`config.mk`:
```
export PLATFORM = sky130hd
export DESIGN_NAME = tmds_ddr_serializer
export DESIGN_NICKNAME = d
export VERILOG_FILES = /design/src/rtl/tmds_ddr_serializer.sv
export SDC_FILE = /design/constraint.sdc
export NUM_CORES = 1
export LEC_CHECK = 0
export CAP_MARGIN = 20
export CORE_AREA = 2 2 73 75
export CTS_CLUSTER_DIAMETER = 30
export DETAILED_ROUTE_END_ITERATION = 10
export DIE_AREA = 0 0 75 77
export HOLD_SLACK_MARGIN = 0.1
export PLACE_DENSITY_LB_ADDON = 0.1
export REMOVE_ABC_BUFFERS = 1
export SLEW_MARGIN = 20
export SYNTH_ARGS = -nofsm -noshare
export SYNTH_HDL_FRONTEND = slang
export SYNTH_SLANG_ARGS = --single-unit
```
`constraint.sdc`:
```
create_clock -name clk_shift -period 2.13 [get_ports clk_shift]
set_clock_uncertainty 0.05 [all_clocks]
set_input_delay 0.3195 -clock clk_shift [delete_from_list [all_inputs] [get_ports clk_shift]]
set_output_delay 0.3195 -clock clk_shift [all_outputs]
set_load 0.02 [all_outputs]
```
`src/rtl/tmds_ddr_serializer.sv`:
```
// ============================================================================
// Module      : tmds_ddr_serializer
// Description : 10:2 TMDS serializer. It emits one symbol per channel every five
//               clk_shift cycles as 2-bit DDR slices, and inserts an idle symbol on underflow.
// Revision    : 1.0 - initial release
// ============================================================================
`default_nettype none

module tmds_ddr_serializer #(
  parameter logic [9:0] CLK_PATTERN = 10'b0000011111,
  parameter logic [9:0] IDLE_SYMBOL = 10'b1101010100
) (
  input  logic        clk_shift,
  input  logic        rst_n,
  input  logic        in_valid,
  output logic        in_ready,
  input  logic [9:0]  in_red,
  input  logic [9:0]  in_green,
  input  logic [9:0]  in_blue,
  output logic [1:0]  out_clock,
  output logic [1:0]  out_red,
  output logic [1:0]  out_green,
  output logic [1:0]  out_blue,
  output logic        underflow,
  output logic [15:0] underflow_count
);

  logic [2:0]  phase_q, phase_d;
  logic [9:0]  clk_sr_q, clk_sr_d;
  logic [9:0]  red_sr_q, red_sr_d;
  logic [9:0]  green_sr_q, green_sr_d;
  logic [9:0]  blue_sr_q, blue_sr_d;
  logic        ready_q, ready_d;
  logic        underflow_q, underflow_d;
  logic [15:0] underflow_count_q, underflow_count_d;
  logic        load;

  always_comb begin
    load              = (phase_q >= 3'd4);
    phase_d           = load ? 3'd0 : phase_q + 3'd1;
    ready_d           = (phase_d == 3'd4);
    underflow_d       = load && !in_valid;
    underflow_count_d = underflow_count_q;
    if (underflow_d && (underflow_count_q != 16'hFFFF))
      underflow_count_d = underflow_count_q + 16'd1;

    // All four channels reload on the same edge so they stay symbol-aligned.
    if (load) begin
      clk_sr_d = CLK_PATTERN;
      if (in_valid) begin
        red_sr_d   = in_red;
        green_sr_d = in_green;
        blue_sr_d  = in_blue;
      end else begin
        red_sr_d   = IDLE_SYMBOL;
        green_sr_d = IDLE_SYMBOL;
        blue_sr_d  = IDLE_SYMBOL;
      end
    end else begin
      clk_sr_d   = {2'b00, clk_sr_q[9:2]};
      red_sr_d   = {2'b00, red_sr_q[9:2]};
      green_sr_d = {2'b00, green_sr_q[9:2]};
      blue_sr_d  = {2'b00, blue_sr_q[9:2]};
    end
  end

  always_ff @(posedge clk_shift or negedge rst_n) begin
    if (!rst_n) begin
      phase_q           <= 3'd0;
      clk_sr_q          <= CLK_PATTERN;
      red_sr_q          <= IDLE_SYMBOL;
      green_sr_q        <= IDLE_SYMBOL;
      blue_sr_q         <= IDLE_SYMBOL;
      ready_q           <= 1'b0;
      underflow_q       <= 1'b0;
      underflow_count_q <= 16'd0;
    end else begin
      phase_q           <= phase_d;
      clk_sr_q          <= clk_sr_d;
      red_sr_q          <= red_sr_d;
      green_sr_q        <= green_sr_d;
      blue_sr_q         <= blue_sr_d;
      ready_q           <= ready_d;
      underflow_q       <= underflow_d;
      underflow_count_q <= underflow_count_d;
    end
  end

  assign in_ready        = ready_q;
  assign out_clock       = clk_sr_q[1:0];
  assign out_red         = red_sr_q[1:0];
  assign out_green       = green_sr_q[1:0];
  assign out_blue        = blue_sr_q[1:0];
  assign underflow       = underflow_q;
  assign underflow_count = underflow_count_q;

endmodule

`default_nettype wire

```
==> results of run 1 <==
metal layers:
layer / vias to the layer above / routed length [um]
met5: - / 0
met4: 0 / 64
met3: 4 / 181
met2: 39 / 1800
met1: 704 / 1940
li1: 752 / -
power breakdown:
group,leakage [nW],switching [mW],internal (mW)
sequential,0.664,0.0550,1.08
clock,0.0566,0.311,0.336
combinational,0.522,0.163,0.191
Yosys cell counts (all sizes together) (4+ instances only):
master   n
a21boi   6
buf     13
clkbuf   4
dfrtp   36
dfstp   18
inv     24
nand2   23
nand3    5
nand4    6
nor2     5
o21ai   15
o22a     9
xnor2   12
final cells by class:
type / count / area (sq um) / share of cell area
flip-flops and latches: 54 / 1370 / 0.452
multi-input cells: 106 / 751 / 0.247
repair buffers: 64 / 623 / 0.205
clock buffers: 8 / 111 / 0.0367
inverters: 24 / 90.1 / 0.0297
well taps: 70 / 87.6 / 0.0288
worst max-delay path: stages, from the launching register on:
cell     delay, ns
dfrtp_1       0.43
ha_1          0.26
and4_1        0.30
a41oi_4       0.28
mux2_2        0.38
worst min-delay path by stage:
stage	slack (ns)	cells after the start	endpoint	from
after detailed placement	0.28	1	red_sr_q[3]	rst_n
after global placement	0.27	1	red_sr_q[3]	rst_n
final	0.41	1	phase_q[0]	phase_q[0]
after CTS	0.41	1	phase_q[0]	phase_q[0]
after floorplan	-0.03	0	blue_sr_q[0]	rst_n
after global routing	0.44	1	phase_q[0]	phase_q[0]
registers in the layout, summed over array words and instances, names as in the netlist:
name             count
underflow_count     16
blue_sr_q           10
green_sr_q          10
red_sr_q            10
clk_sr_q             3
phase_q              3
in_ready             1
underflow            1
placed cells by master, fill, tap and decap left out:
cell type	count
nand2b_1	2
a41oi_4	1
nand3_1	4
and2_0	1
a21boi_0	6
ha_1	3
nand4_1	6
and4_1	1
dfrtp_1	36
and2_1	1
and3_1	1
o22a_1	9
and4_4	2
nor3b_1	1
dlygate4sd3_1	1
o21ai_0	15
nand4b_1	1
buf_2	1
clkbuf_1	1
xnor2_1	12
nor2_1	5
clkbuf_16	1
a2111oi_4	1
buf_4	5
mux2_2	1
nand3_2	1
nor2b_1	2
nand2_1	23
nand3b_4	1
clkdlybuf4s50_1	57
inv_1	24
mux2i_1	1
a31oi_1	1
or2_2	2
xor2_1	1
dfstp_2	18
nor4_4	1
clkbuf_8	6
per-stage QoR:
step	area (sq um)	total power, mW	instances
floorplan	2210	1.30	184
global placement	2920	1.50	317
detailed placement	2920	1.50	317
CTS	3040	2.16	326
global route	3040	2.24	326
finish	3040	2.13	326
cells by family (layout without fill, tap and decap cells):
logic type / after synthesis / after routing / synth area share
buffers and inverters: 41 / 96 / 0.0832
AO/OA/AOI/OAI: 33 / 33 / 0.112
flip-flops: 54 / 54 / 0.593
adder cells (fa/ha/maj): 3 / 3 / 0.0162
AND/OR/NAND/NOR: 55 / 55 / 0.137
multiplexers: 2 / 2 / 0.00918
XOR/XNOR: 13 / 13 / 0.0491
==> results_dict.tcl, run 1 <==
set metrics [dict create \
    n_fill_cell 453 \
    grt_max_degree 25 \
    p_per_area_mw_per_mm2 702 \
    slew_violations 0 \
    clock_path_buffers 2 \
    synth_flop_cell "dfrtp_1" \
    drt_wl_total_um 3990 \
    ant_nets 0 \
    grt_pass1_vias 1481 \
    final.hold.worst_slack_ns 0.408 \
    setup_viol 0 \
    dp_hpwl_um 2810 \
    cts_max_level 2 \
    worst-slew-pin-transition_ns 0.729 \
    die-area_sq_mm 0.00578 \
    p_leak_nw 1.24 \
    rsz0062_at_grt "no" \
    rows 26 \
    netlist_top_cells_area "dfrtp_1, dfstp_2, xnor2_1" \
    synth_edf_count 0 \
    syn_area_sq_mm 0.00232 \
    cp-start-kind "register" \
    cp-startpoint "underflow_count[0]" \
    via_per_inst 4.60 \
    dieWidth_um 75 \
    hp-class "register to register" \
    busiest_layer "met1" \
    drc 0 \
    ios 59 \
    cp_max_fo 8 \
    cts_tree "done" \
    yosysUniqueCellTypes 34 \
    drtPass1Iterations 4 \
    worstSetupPathType "register to register" \
    rr_worst_depth 4 \
    cts-root-buf "clkbuf_8" \
    fin_crit_sh 0.848 \
    synth_seq_cells 54 \
    final_nets 291 \
    r2r_end "underflow_count[1]" \
    pre_cts_ws_ns 0.202 \
    peakVddDrop_mv 0.494 \
    max_freq_ghz 0.554 \
    cts_setup_buffers 0 \
    initial_core_util 0.466 \
    avgRoutedWirePerCell_um 12.2 \
    end_kind "register" \
    gr-usage-met3 0.0329 \
    critPathArrivalTime_ns 1.94 \
    cts_made_buffers 5 \
    grt_use_total 0.154 \
    cts_resized 0 \
    io_buffer_count 58 \
    synth_top_area_frac 0.389 \
    cts.reportedPaths.clkPinSlew_ns 0.09 \
    grt_use_met1 0.230 \
    syn_inst 201 \
    first_iter_violations 97 \
    max-cap-violations 0 \
    required_ns 2.27 \
    utilization 0.610 \
    core_sq_mm 0.00498 \
    syn_to_final_growth_pct 31.0 \
    grtUsageMet2 0.217 \
    hold_viol_final 0 \
    overflow 0 \
    holdBufCountCts 1 \
    ys_seq_area_frac 0.593 \
    reg2reg_slack_ns 0.32 \
    async_flop_share 1.00 \
    grt_first_pass_wirelength_um 6840 \
    antenna_cells 0 \
    rr_startpoint "underflow_count[0]" \
    clock_latency_ns 0.29 \
    vias 1499 \
    setup_ws_ns 0.324 \
    max_slew_margin 0.514 \
    dieHeight_um 77 \
    period_needed_ns 1.81 \
    place_congestion 0.763 \
    crit_path_end "underflow_count[1]" \
    clock_sinks 54 \
    layout-drive-gt1-share 0.160 \
    avgSynthCellArea_sq_um 11.5 \
    antenna_found_initial 0 \
    synth_area_leader_cell "dfrtp_1" \
    yosysWarningCount 0 \
    status "completed" \
    setup_tns_ns 0 \
]
No activity file was read; power rests on OpenSTA's default activity.
==> run 2, diff against run 1 <==
==> constraint.sdc (replaced) <==
create_clock -name clk_shift -period 1.8 [get_ports clk_shift]
set_clock_uncertainty 0.05 [all_clocks]
set_input_delay 0.27 -clock clk_shift [delete_from_list [all_inputs] [get_ports clk_shift]]
set_output_delay 0.27 -clock clk_shift [all_outputs]
set_load 0.02 [all_outputs]
==> run 2 against run 1 <==
Worst hold slack better by 0.0059 ns. Non-clock buffer count increased by 3. Count of clock-buffer cells in the layout unchanged. Critical endpoint is now out_clock[1]. Wire length increased by 4.2%. Flip-flop and latch count unchanged. Clock power grew 5.7%. Critical path type is now register to primary output. Register-to-register slack lost 0.24 ns. Worst setup slack lost 0.27 ns. First-iteration DRC count decreased by 38%. Global-route usage rose by 1.2 points.
==> results_dict.tcl, run 2 (synthesis results as in run 1) <==
set metrics [dict create \
    setup_ws_ns 0.0547 \
    max-cap-violations 0 \
    p_per_area_mw_per_mm2 808 \
    clock_sinks 54 \
    clock_path_buffers 2 \
    layout.cells.most_common_list "clkdlybuf4s50_1, dfrtp_1, inv_1" \
    combPwrFrac 0.182 \
    internal-power_mw 1.83 \
    drt_wl_total_um 4150 \
    fin_crit_sh 0.970 \
    utilization 0.614 \
    setup_viol 0 \
    rsz0062_at_grt "no" \
    cp-start-kind "register" \
    hold_viol_final 0 \
    p_sw_frac 0.258 \
    worstSetupPathType "register to primary output" \
    critical-path-max-stage-delay_ns 0.59 \
    cts-root-buf "clkbuf_8" \
    grt_max_degree 55 \
    cts_tree "done" \
    clock_latency_ns 0.31 \
    final_nets 294 \
    rows 26 \
    overflow 0 \
    grt_use_total 0.166 \
    grt_first_pass_wirelength_um 7330 \
    worst-slew-pin-transition_ns 0.332 \
    drc 0 \
    core_sq_mm 0.00498 \
    avgRoutedWirePerCell_um 12.6 \
    first_iter_violations 60 \
    dieWidth_um 75 \
    dieHeight_um 77 \
    period_needed_ns 1.75 \
    cts.reportedPaths.clkPinSlew_ns 0.09 \
    max_freq_ghz 0.573 \
    pre_cts_ws_ns -0.00847 \
    largest_register_ffs 16 \
    dp_hpwl_um 2860 \
    layout_commonest_cell "clkdlybuf4s50_1" \
    path_delay_family "buffers and inverters" \
    die-area_sq_mm 0.00578 \
    layout-drive-gt1-share 0.170 \
    syn_to_final_growth_pct 31.8 \
    cts_max_level 2 \
    peakVddDrop_mv 0.599 \
    antenna_found_initial 0 \
    required_ns 1.48 \
    pwr-share-clk 0.278 \
    grt_pass1_vias 1532 \
    max_slew_margin 0.779 \
    antenna_cells 0 \
    io_buffer_count 58 \
    status "completed" \
    critPathArrivalTime_ns 1.43 \
    cts_made_buffers 5 \
    hp-class "register to register" \
    seq_power_share 0.540 \
    p_leak_nw 1.27 \
    slew_violations 0 \
    via_per_inst 4.61 \
    drtPass1Iterations 3 \
    ios 59 \
    end_kind "primary output" \
    p_sw_mw 0.637 \
    slowest_stage "clkdlybuf4s50_1" \
    cp_max_fo 2 \
    initial_core_util 0.466 \
    path_buf_inv 1 \
    ant_nets 0 \
    crit_chain "clkdlybuf4s50_1" \
    place_congestion 0.757 \
    vias 1517 \
]
==> run 2: what timing repair did <==
| item | CTS | global route |
|---|---|---|
| resized for setup | 0 | 2 |
| endpoints found under the setup margin | 0 | 2 |
| hold buffers | 1 | 0 |
| hold endpoints to repair | 36 | 0 |
| setup buffers | 0 | 0 |
==> run 2: layout make-up <==
type / count / area (sq um)
Fill cell: 422 / 1920
Sequential cell: 54 / 1370
Multi-Input combinational cell: 106 / 752
Timing Repair Buffer: 67 / 661
Clock buffer: 8 / 90.1
Inverter: 24 / 90.1
Tap cell: 70 / 87.6
==> run 2: worst paths after layout <==
| path | startpoint | to | slack (ns) | cells past startpoint |
|---|---|---|---|---|
| max | clk_sr_q[2] | out_clock[1] | 0.05 | 1 |
| min | phase_q[0] | phase_q[0] | 0.41 | 1 |
| max reg2reg | underflow_count[1] | underflow_count[1] | 0.08 | 4 |
| min reg2reg | phase_q[0] | phase_q[0] | 0.41 | 1 |
| max in group asynchronous | rst_n | blue_sr_q[2] | 0.96 | 3 |
| min in group asynchronous | rst_n | red_sr_q[3] | 0.42 | 3 |
==> run 2: power by group through the flow <==
stage               Combinational [mW]  Sequential, mW  Clock (mW)
finish                           0.450            1.33       0.685
CTS                              0.462            1.34       0.718
global route                     0.489            1.34       0.767
detailed placement               0.456            1.36           0
floorplan                        0.125            1.42           0
global placement                 0.448            1.35           0
==> run 2: per-stage QoR <==
| stage | instance area, sq um | instances | total power [mW] | hold WS [ns] | setup TNS, ns |
|---|---|---|---|---|---|
| 6_report | 3050 | 329 | 2.47 | 0.414 | 0 |
| 5_1_grt | 3050 | 329 | 2.60 | 0.442 | 0 |
| 4_1_cts | 3050 | 329 | 2.52 | 0.416 | 0 |
| 3_5_place_dp | 2950 | 320 | 1.81 | 0.238 | -0.00847 |
| 3_3_place_gp | 2950 | 320 | 1.80 | 0.239 | 0 |
| 2_1_floorplan | 2210 | 184 | 1.54 | -0.0756 | -0.0615 |
==> run 2: routing by layer <==
| metal | wire length, um | share of wire | track usage |
|---|---|---|---|
| met5 | 0 | 0 | 0 |
| met4 | 57 | 0.014 | 0.0482 |
| met3 | 240 | 0.058 | 0.0512 |
| met2 | 1910 | 0.46 | 0.246 |
| met1 | 1940 | 0.47 | 0.233 |
==> run 3, diff against run 2 <==
--- a/config.mk
+++ b/config.mk
@@ -5,7 +5,6 @@
 export SDC_FILE = /design/constraint.sdc
 export NUM_CORES = 1
 export LEC_CHECK = 0
-export CAP_MARGIN = 20
 export CORE_AREA = 2 2 73 75
 export CTS_CLUSTER_DIAMETER = 30
 export DETAILED_ROUTE_END_ITERATION = 10
==> results of run 3 <==
Same layout as run 2: the final DEF is identical, and so are final timing and power.
